==> config.mk <==
export PLATFORM = sky130hd
export DESIGN_NAME = butterfly_feeder
export DESIGN_NICKNAME = d
export VERILOG_FILES = /design/src/rtl/fft_pkg.sv /design/src/rtl/twiddle_rom16.sv /design/src/rtl/butterfly_feeder.sv
export SDC_FILE = /design/constraint.sdc
export NUM_CORES = 2
export LEC_CHECK = 0
export CAP_MARGIN = 5
export CORE_MARGIN = 2
export CORE_UTILIZATION = 31
export DETAILED_ROUTE_END_ITERATION = 10
export SETUP_SLACK_MARGIN = 0.4
export SLEW_MARGIN = 10
export SYNTH_ARGS = -nofsm -noshare
export SYNTH_HDL_FRONTEND = slang
export SYNTH_SLANG_ARGS = --single-unit
==> constraint.sdc <==
create_clock -name i_clk -period 24.2 [get_ports i_clk]
set_clock_uncertainty 0.05 [all_clocks]
set_input_delay 4.84 -clock i_clk [delete_from_list [all_inputs] [get_ports i_clk]]
set_output_delay 4.84 -clock i_clk [all_outputs]
set_load 0.02 [all_outputs]
==> src/rtl/fft_pkg.sv <==
// ---------------------------------------------------------------------------
// fft_pkg
// Shared definitions for the 16-point radix-2 FFT datapath controller:
//   - default component width / fractional bits
//   - controller state enumeration
//   - W16^n twiddle table (n = 0..7) held at 2^16 scale, plus the rounding
//     helper that brings it down to any FRACTION <= 15
// ---------------------------------------------------------------------------
package fft_pkg;

    localparam int FFT_WORD_SIZE = 16;
    localparam int FFT_FRACTION  = 8;
    localparam int FFT_POINTS    = 16;

    typedef enum logic [2:0] {
        ST_IDLE  = 3'd0,
        ST_ISSUE = 3'd1,
        ST_WAIT  = 3'd2,
        ST_WB    = 3'd3,
        ST_DONE  = 3'd4
    } fsm_state_t;

    // W16^n = cos(2*pi*n/16) - j*sin(2*pi*n/16), scaled by 2^16 and rounded.
    // Keeping the master copy at high precision lets one table serve any
    // FRACTION setting while still rounding to nearest at the target scale.
    localparam int TW_RE_Q16 [0:7] = '{
        65536, 60547, 46341, 25080, 0, -25080, -46341, -60547
    };
    localparam int TW_IM_Q16 [0:7] = '{
        0, -25080, -46341, -60547, -65536, -60547, -46341, -25080
    };

    // Round a 2^16-scaled value to 2^frac scale, half away from zero.
    // Operates on the magnitude so negative entries round symmetrically.
    function automatic int round_q16(input int v, input int frac);
        int half;
        int mag;
        int res;
        half = 32'sd1 <<< (15 - frac);
        if (v < 32'sd0) begin
            mag = -v;
        end else begin
            mag = v;
        end
        res = (mag + half) >>> (16 - frac);
        if (v < 32'sd0) begin
            res = -res;
        end else begin
            res = res;
        end
        return res;
    endfunction

endpackage

==> src/rtl/twiddle_rom16.sv <==
// ---------------------------------------------------------------------------
// twiddle_rom16
// Combinational twiddle lookup: n[2:0] -> W16^n as two's complement
// (re, im) components scaled by 2^FRACTION.
// Ports:
//   i_n   in  3          twiddle index n
//   o_re  out WORD_SIZE  real part
//   o_im  out WORD_SIZE  imaginary part
// ---------------------------------------------------------------------------
module twiddle_rom16
    import fft_pkg::*;
#(
    parameter int WORD_SIZE = FFT_WORD_SIZE,
    parameter int FRACTION  = FFT_FRACTION
) (
    input  logic [2:0]           i_n,
    output logic [WORD_SIZE-1:0] o_re,
    output logic [WORD_SIZE-1:0] o_im
);

    // Table lookup; the rounding collapses to constants per entry.
    always_comb begin
        o_re = WORD_SIZE'(round_q16(TW_RE_Q16[i_n], FRACTION));
        o_im = WORD_SIZE'(round_q16(TW_IM_Q16[i_n], FRACTION));
    end

endmodule

==> src/rtl/butterfly_feeder.sv <==
// ---------------------------------------------------------------------------
// butterfly_feeder
// Initiator side of the radix-2 butterfly handshake. Holds a 16-point
// complex sample buffer and, on command, runs one in-place radix-2 DIT
// stage: eight operand/twiddle sets are issued to an external butterfly,
// each result pair is written back to the buffer.
// Ports:
//   i_clk, i_rst                 clock, asynchronous active-high reset
//   i_wr_en/addr/re/im           buffer write port (IDLE only)
//   i_rd_addr, o_rd_re/im        buffer read port, registered, 1 cycle
//   i_start, i_stage             start one stage s (IDLE only)
//   o_busy, o_stage_done         stage in progress / completion pulse
//   o_bf_start, o_bf_in*, o_bf_twiddle_*   operands to the butterfly
//   i_bf_done, i_bf_out*         results from the butterfly
// ---------------------------------------------------------------------------
module butterfly_feeder
    import fft_pkg::*;
#(
    parameter int WORD_SIZE = FFT_WORD_SIZE,
    parameter int FRACTION  = FFT_FRACTION
) (
    input  logic                 i_clk,
    input  logic                 i_rst,
    input  logic                 i_wr_en,
    input  logic [3:0]           i_wr_addr,
    input  logic [WORD_SIZE-1:0] i_wr_re,
    input  logic [WORD_SIZE-1:0] i_wr_im,
    input  logic [3:0]           i_rd_addr,
    output logic [WORD_SIZE-1:0] o_rd_re,
    output logic [WORD_SIZE-1:0] o_rd_im,
    input  logic                 i_start,
    input  logic [1:0]           i_stage,
    output logic                 o_busy,
    output logic                 o_stage_done,
    output logic                 o_bf_start,
    output logic [WORD_SIZE-1:0] o_bf_in0_re,
    output logic [WORD_SIZE-1:0] o_bf_in0_im,
    output logic [WORD_SIZE-1:0] o_bf_in1_re,
    output logic [WORD_SIZE-1:0] o_bf_in1_im,
    output logic [WORD_SIZE-1:0] o_bf_twiddle_re,
    output logic [WORD_SIZE-1:0] o_bf_twiddle_im,
    input  logic                 i_bf_done,
    input  logic [WORD_SIZE-1:0] i_bf_out0_re,
    input  logic [WORD_SIZE-1:0] i_bf_out0_im,
    input  logic [WORD_SIZE-1:0] i_bf_out1_re,
    input  logic [WORD_SIZE-1:0] i_bf_out1_im
);

    fsm_state_t r_state;
    fsm_state_t w_state_next;
    logic       w_start_ok;
    logic       w_wr_ok;

    logic [1:0] r_stage;
    logic [2:0] r_op;
    logic [3:0] r_idx0;
    logic [3:0] r_idx1;

    logic [3:0] w_h;
    logic [2:0] w_j;
    logic [3:0] w_idx0;
    logic [3:0] w_idx1;
    logic [2:0] w_n;
    logic [WORD_SIZE-1:0] w_tw_re;
    logic [WORD_SIZE-1:0] w_tw_im;

    logic [WORD_SIZE-1:0] r_buf_re [FFT_POINTS];
    logic [WORD_SIZE-1:0] r_buf_im [FFT_POINTS];

    logic [WORD_SIZE-1:0] r_res0_re;
    logic [WORD_SIZE-1:0] r_res0_im;
    logic [WORD_SIZE-1:0] r_res1_re;
    logic [WORD_SIZE-1:0] r_res1_im;

    logic [WORD_SIZE-1:0] r_rd_re;
    logic [WORD_SIZE-1:0] r_rd_im;
    logic                 r_busy;
    logic                 r_stage_done;
    logic                 r_bf_start;
    logic [WORD_SIZE-1:0] r_in0_re;
    logic [WORD_SIZE-1:0] r_in0_im;
    logic [WORD_SIZE-1:0] r_in1_re;
    logic [WORD_SIZE-1:0] r_in1_im;
    logic [WORD_SIZE-1:0] r_tw_re;
    logic [WORD_SIZE-1:0] r_tw_im;

    twiddle_rom16 #(
        .WORD_SIZE (WORD_SIZE),
        .FRACTION  (FRACTION)
    ) u_twiddle_rom (
        .i_n  (w_n),
        .o_re (w_tw_re),
        .o_im (w_tw_im)
    );

    // Pair mapping for op p of stage s: span h = 2^s, j = p mod h,
    // idx0 = (p div h) * 2h + j, idx1 = idx0 + h, twiddle n = j * 8/h.
    // For s = 3 the truncated h-1 wraps to 3'b111, i.e. mask all of p.
    always_comb begin
        w_h    = 4'd1 << r_stage;
        w_j    = r_op & (w_h[2:0] - 3'd1);
        w_idx0 = (({1'b0, r_op} >> r_stage) << ({1'b0, r_stage} + 3'd1)) | {1'b0, w_j};
        w_idx1 = w_idx0 + w_h;
        w_n    = w_j << (2'd3 - r_stage);
    end

    // Next-state decode; also qualifies which IDLE-only requests are taken.
    always_comb begin
        w_state_next = r_state;
        w_start_ok   = 1'b0;
        w_wr_ok      = 1'b0;
        case (r_state)
            ST_IDLE: begin
                w_wr_ok = i_wr_en;
                if (i_start) begin
                    w_start_ok   = 1'b1;
                    w_state_next = ST_ISSUE;
                end else begin
                    w_state_next = ST_IDLE;
                end
            end
            ST_ISSUE: begin
                w_state_next = ST_WAIT;
            end
            ST_WAIT: begin
                if (i_bf_done) begin
                    w_state_next = ST_WB;
                end else begin
                    w_state_next = ST_WAIT;
                end
            end
            ST_WB: begin
                if (r_op == 3'd7) begin
                    w_state_next = ST_DONE;
                end else begin
                    w_state_next = ST_ISSUE;
                end
            end
            ST_DONE: begin
                w_state_next = ST_IDLE;
            end
            default: begin
                w_state_next = ST_IDLE;
            end
        endcase
    end

    // State register.
    always_ff @(posedge i_clk or posedge i_rst) begin
        if (i_rst) begin
            r_state <= ST_IDLE;
        end else begin
            r_state <= w_state_next;
        end
    end

    // Sample buffer: host writes in IDLE, paired result writeback in WB.
    // A host write in the start cycle lands before ISSUE reads the buffer.
    always_ff @(posedge i_clk or posedge i_rst) begin
        if (i_rst) begin
            for (int k = 0; k < FFT_POINTS; k++) begin
                r_buf_re[k] <= '0;
                r_buf_im[k] <= '0;
            end
        end else if (w_wr_ok) begin
            r_buf_re[i_wr_addr] <= i_wr_re;
            r_buf_im[i_wr_addr] <= i_wr_im;
        end else if (r_state == ST_WB) begin
            r_buf_re[r_idx0] <= r_res0_re;
            r_buf_im[r_idx0] <= r_res0_im;
            r_buf_re[r_idx1] <= r_res1_re;
            r_buf_im[r_idx1] <= r_res1_im;
        end
    end

    // Registered read port.
    always_ff @(posedge i_clk or posedge i_rst) begin
        if (i_rst) begin
            r_rd_re <= '0;
            r_rd_im <= '0;
        end else begin
            r_rd_re <= r_buf_re[i_rd_addr];
            r_rd_im <= r_buf_im[i_rd_addr];
        end
    end

    // Stage sequencing: op counter, operand registers, result capture,
    // and the registered handshake/status outputs.
    always_ff @(posedge i_clk or posedge i_rst) begin
        if (i_rst) begin
            r_stage      <= 2'd0;
            r_op         <= 3'd0;
            r_idx0       <= 4'd0;
            r_idx1       <= 4'd0;
            r_res0_re    <= '0;
            r_res0_im    <= '0;
            r_res1_re    <= '0;
            r_res1_im    <= '0;
            r_busy       <= 1'b0;
            r_stage_done <= 1'b0;
            r_bf_start   <= 1'b0;
            r_in0_re     <= '0;
            r_in0_im     <= '0;
            r_in1_re     <= '0;
            r_in1_im     <= '0;
            r_tw_re      <= '0;
            r_tw_im      <= '0;
        end else begin
            case (r_state)
                ST_IDLE: begin
                    if (w_start_ok) begin
                        r_stage <= i_stage;
                        r_op    <= 3'd0;
                        r_busy  <= 1'b1;
                    end
                end
                ST_ISSUE: begin
                    r_idx0     <= w_idx0;
                    r_idx1     <= w_idx1;
                    r_in0_re   <= r_buf_re[w_idx0];
                    r_in0_im   <= r_buf_im[w_idx0];
                    r_in1_re   <= r_buf_re[w_idx1];
                    r_in1_im   <= r_buf_im[w_idx1];
                    r_tw_re    <= w_tw_re;
                    r_tw_im    <= w_tw_im;
                    r_bf_start <= 1'b1;
                end
                ST_WAIT: begin
                    if (i_bf_done) begin
                        r_res0_re  <= i_bf_out0_re;
                        r_res0_im  <= i_bf_out0_im;
                        r_res1_re  <= i_bf_out1_re;
                        r_res1_im  <= i_bf_out1_im;
                        r_bf_start <= 1'b0;
                    end
                end
                ST_WB: begin
                    if (r_op == 3'd7) begin
                        r_stage_done <= 1'b1;
                    end else begin
                        r_op <= r_op + 3'd1;
                    end
                end
                ST_DONE: begin
                    r_stage_done <= 1'b0;
                    r_busy       <= 1'b0;
                end
                default: begin
                    r_bf_start   <= 1'b0;
                    r_stage_done <= 1'b0;
                    r_busy       <= 1'b0;
                end
            endcase
        end
    end

    assign o_rd_re         = r_rd_re;
    assign o_rd_im         = r_rd_im;
    assign o_busy          = r_busy;
    assign o_stage_done    = r_stage_done;
    assign o_bf_start      = r_bf_start;
    assign o_bf_in0_re     = r_in0_re;
    assign o_bf_in0_im     = r_in0_im;
    assign o_bf_in1_re     = r_in1_re;
    assign o_bf_in1_im     = r_in1_im;
    assign o_bf_twiddle_re = r_tw_re;
    assign o_bf_twiddle_im = r_tw_im;

endmodule

======== Yosys cells after proc, flatten, opt, wreduce, memory -nomap -nowiden ========
Memory sizes are Yosys's and may differ from the RTL's.
Index checks and enable logic that the tools add are counted.
W data, S select, Z words.
word-level totals
  flip-flop bits (word level) ............. 723
  bits in read-only memories .............. 512
  bits of input ports ..................... 111
  output and inout port bits .............. 131
  logic and storage cells ................. 175
  memories kept ........................... 2
memories
  memory            depth  width  read ports  clocked after Yosys merged registers in  write ports  line                 source
  (name not given)  8      32     1           0                                        0            twiddle_rom16.sv:23  o_re = WORD_SIZE'(round_q16(TW_RE_Q16[i_n], FRACTION));
  (name not given)  8      32     1           0                                        0            twiddle_rom16.sv:24  o_im = WORD_SIZE'(round_q16(TW_IM_Q16[i_n], FRACTION));
cells by class
  add/subtract/negate cells ............... 11
  magnitude comparators ................... 12
  equality and inequality tests ........... 9
  shifts and indexed selects .............. 4
  muxes and demuxes ....................... 58
  bitwise logic cells ..................... 12
  reductions and logical operators ........ 15
operators by type and width
  operator                 count
  $bwmux W256              6
  $mux W256                4
  $bmux W16 S4             6
  $mux W16                 17
  $demux W16 S4            3
  $mux W32                 4
  $lt A32 B1 Y1 const B    2
  $add A24 B9 Y24 const B  2
  $mux W24                 2
  $neg A24 Y24             2
  $neg A16 Y16             2
  $ge A5 B5 Y1 const B     6
  $not A4 Y5               6
  $lt A5 B1 Y1 const B     3
  $pmux W3 S4              1
  $reduce_and A2 Y1        5
  $mux W3                  3
  $reduce_or A3 Y1         3
  $mux W1                  8
  $eq A3 B2 Y1 const B     2
  $eq A3 B3 Y1 const B     2
  $ne A2 B2 Y1 const B     3
  $pmux W3 S2              1
  $add A4 B4 Y4            1
  other kinds (21)         27

======== Logic depth before layout (Yosys ltp) ========
  depth after elaboration ................. 13
  mapped depth ............................ 20
  depth with buffers taken out ............ 19

======== By module ========
A second synthesis with hierarchy kept.
second synthesis, totals
  cell total of the unflattened synthesis .. 6155
  area, all modules ....................... 49480.0 um2
by module, submodules not included
  module            times used  cells an instance  area an instance (um2)  seq. area each (um2)
  butterfly_feeder  1           6037               48733.0                 18092.4
  twiddle_rom16     1           118                747.0                   0.0

======== Worst setup path after synthesis ========
No wires, ideal clock.
  path kind ............................... input -> register
  start point ............................. input port i_rd_addr[0]
  end point ............................... register r_rd_im[0] (netlist: o_rd_im[0])
  library setup time ...................... 0.138 ns
  arrival time ............................ 6.888 ns
  required time ........................... 24.012 ns
  path slack .............................. 17.123 ns
  stages on the path ...................... 4
  buffers on the path ..................... 2
  cell sequence ........................... clkbuf_1 -> buf_1 -> mux4_2 -> mux4_2
between the ends
  word-level cells in the longest chain between the ends .. 4
ends and longest elaborated chain
  item                                          line                     source
  start, declared                               butterfly_feeder.sv:28   input logic [3:0] i_rd_addr,
  $not A4 Y5 (not written as such)              butterfly_feeder.sv:183  r_rd_im <= r_buf_im[i_rd_addr];
  $bmux W16 S4                                  butterfly_feeder.sv:183
  $mux W16 (not written as such) (2 in series)  butterfly_feeder.sv:183
  end signal, assigned                          butterfly_feeder.sv:183
  end, declared                                 butterfly_feeder.sv:76   logic [WORD_SIZE-1:0] r_rd_im;
Every way passes these cells. The select of a mux whose other input is x is not followed.
A chain may end at the register's enable or synchronous reset.

==> results by group <==
GRT
  • Tot GR Track Use: 0.274
  • Vias in the first global route: 44293
  • Gr ovfl total: 0
  • Pin count of the biggest net entering global routing: 173
  • First-pass GRT wire length: 322 mm
  • Antenna violations before repair: 20

Floorplan
  • Die area: 160000 um2
  • Die height: 400 um
  • IO Count: roughly 240
  • Std-Cell Rows: 145
  • Starting Density: 0.311
  • Die W: 400 um
  • Core region area: 156000 um2

Placement
  • Post-DP HPWL: 128 mm
  • RD Place Congestion: about 0.92
  • Port bufs: 241

Setup path
  • Critical Path Fanout Max: 145
  • Startpoint class of the critical path: primary input
  • RR Startpoint: r_stage[1]
  • Reg2reg end: o_bf_in1_re[14]
  • CP Capture Type: async pin
  • Worst r2r path cells: 14
  • Worst Path Class, Setup: primary input to async pin
  • Critical Path AT: 8.79 ns
  • Req. time, crit path: 24.85 ns
  • Flop2flop setup slack: 17.16 ns

Clocking
  • Post_cts resized: 0
  • H-tree depth: 3
  • CTS clock-pin slew for the worst setup and hold paths: approximately 0.06 ns
  • Postcts setup bufs: 0
  • CTS Hold Bufs: 0
  • Num Clock Sinks: slightly above 700
  • CTS max path bufs: 3
  • CTS root buf: clkbuf_16
  • CTS tree: yes
  • Clock Latency Late Sink: 0.72 ns
  • Num CTS Buffers: 87

Synthesis
  • Synth area leader: dfrtp_1
  • Yosys top cell area share: 0.373
  • Largest cells by area after synthesis: dfrtp_1 (37%), mux4_2 (14%), a221o_1 (6.6%)
  • Synth Cell Area: 48500 um2
  • Mean Syn Cell Area: between 9 and 10 um2
  • Synth Net Count: 5159
  • Most frequent cells after synthesis: nand2_1 (779), dfrtp_1 (723), clkbuf_1 (540), a21oi_1 (468), nor3_1 (382)
  • Post-synth EDFFs: 0
  • Sequential fraction of the synthesis area: 0.373
  • Total of warnings raised by yosys: 0
  • Post-Syn Instances: 5028
  • Post-synth ARST share: 1.00
  • Synth unique cells: 66
  • Flops & latches, synth: 723
  • Most numerous cell in the Yosys netlist: nand2_1
  • Post-synth top flop: dfrtp_1

STA
  • Worst slew margin: 0.0782
  • Fin. max-slew vios: 0
  • WHS: 0.424 ns
  • Setup tns final: 0 ns
  • Minimum clock period: 8.14 ns
  • Final worst-path cycle share: 0.337
  • Fin. Hold Viols: 0
  • Tightest Pin Transition: 1.38 ns
  • Final setup violating endpoints: 0
  • Max Clock Freq: 123 MHz
  • RSZ-0062 raised after global routing: no

Detailed routing
  • Via density: 6.70
  • Drt pass-1 iters: 7
  • DRC viols: 0
  • Vias post-DR: 46319
  • Avg WL per Cell: about 32 um
  • DRT Wirelength: 224 mm
  • Final ANT Viol Nets: 0
  • DR iter-0 viols: 8132

Pwr
  • Maximum VDD drop: 203 uV
  • Clock power share: 0.179
  • Sw Pwr: 0.00360 W
  • Pint: roughly 0.0043 W
  • Leakage: 21.6 nW
  • Power Density: 142 nW/um2
  • Switching share of total power: 0.458
  • Seq pwr share: 0.321
  • Combinational power share: 0.500

Worst hold path
  • Worst Hold End: o_bf_twiddle_re[2]
  • Hold Path Cell Cnt: 2
  • Worst Hold Class: register to register
  • Hold Crit Start: o_bf_twiddle_re[2]

Cells and area
  • Synthesis-to-finish area growth: 14.1%
  • Post-Route Utilization: 0.355
  • Share of cells above drive strength 1: 0.179
  • Largest registers: r_buf_im: 256 flops, r_buf_re: 256 flops
  • Nets: 4915

Job
  • Max cap viols: 0

Status
  • Status: complete, no violations
[worst max-delay path by stage]
stage,from,endpoint,slack [ns]
2_1_floorplan,i_rst,o_bf_in0_im[0],9.41
3_3_place_gp,i_rst,r_buf_im[214],15.23
3_5_place_dp,i_rst,r_buf_im[214],15.23
4_1_cts,i_rst,r_buf_im[247],15.98
5_1_grt,i_rst,r_buf_im[183],15.57
6_report,i_rst,r_buf_im[203],16.06
[layer usage]
layer / wire (um) / vias up / GRT usage
li1: - / 18620 / -
met1: 81500 / 22958 / 0.345
met4: 16100 / 22 / 0.176
met2: 95500 / 3796 / 0.397
met3: 30800 / 923 / 0.0966
met5: 131 / - / 0
[worst max-delay path: stages]
cell and delay, ns:
clkdlybuf4s50_1 0.51, clkinvlp_4 0.11, buf_4 0.55, buf_12 0.70, buf_4 0.86, buf_4 0.91
[cells by family (layout without fill, tap and decap cells)]
| kind of cell | count (synthesis) | count (layout) | synth area share |
|---|---|---|---|
| other | 0 | 7 | 0 |
| buffers and inverters | 720 | 541 | 0.0572 |
| muxes | 649 | 649 | 0.219 |
| AOI/OAI and AO/OA | 1571 | 1571 | 0.226 |
| and+or+nand+nor | 1331 | 1331 | 0.117 |
| DFF | 723 | 723 | 0.373 |
| xor gates and xnor gates | 14 | 14 | 0.00268 |
| adders and majority gates | 20 | 20 | 0.00531 |
[cell type report]
type | instances | area [um2]
antenna | 7 | 17.5
inverter | 21 | 82.6
timing repair buffer | 366 | 3400
multi-input combinational | 3585 | 28300
clock buffer | 118 | 2490
sequential | 723 | 18100
fill | 15387 | 100000
tap | 2058 | 2570
clock inverter | 36 | 458
[power by group through the flow]
stage / registers, W / logic (W) / clock network, W
after detailed placement: 0.00248 / 0.00384 / 0
after floorplan: 0.00206 / 0.00289 / 0
after global routing: 0.00256 / 0.00413 / 0.00146
final: 0.00252 / 0.00393 / 0.00141
after CTS: 0.00246 / 0.00385 / 0.00142
after global placement: 0.00246 / 0.00379 / 0
[through the flow]
stage               setup slack [ns]  power, W  area, um2  cells
global route                   15.57   0.00815      55400   6910
CTS                            15.98   0.00773      55400   6906
detailed placement             15.23   0.00632      52400   6752
global placement               15.23   0.00625      52400   6752
floorplan                       9.41   0.00495      48500   5028
finish                         16.06   0.00785      55400   6914
[cell usage in the layout (no fill, tap or decap), drive strengths merged, types with 193 or more instances in the layout]
master / instances
nor3: 383
mux4: 312
a21oi: 469
mux2: 193
o21ai: 208
a221o: 321
nand2: 779
a22oi: 351
dfrtp: 723
clkdlybuf4s50: 237
Note: power is estimated with default switching activity, not from simulation.
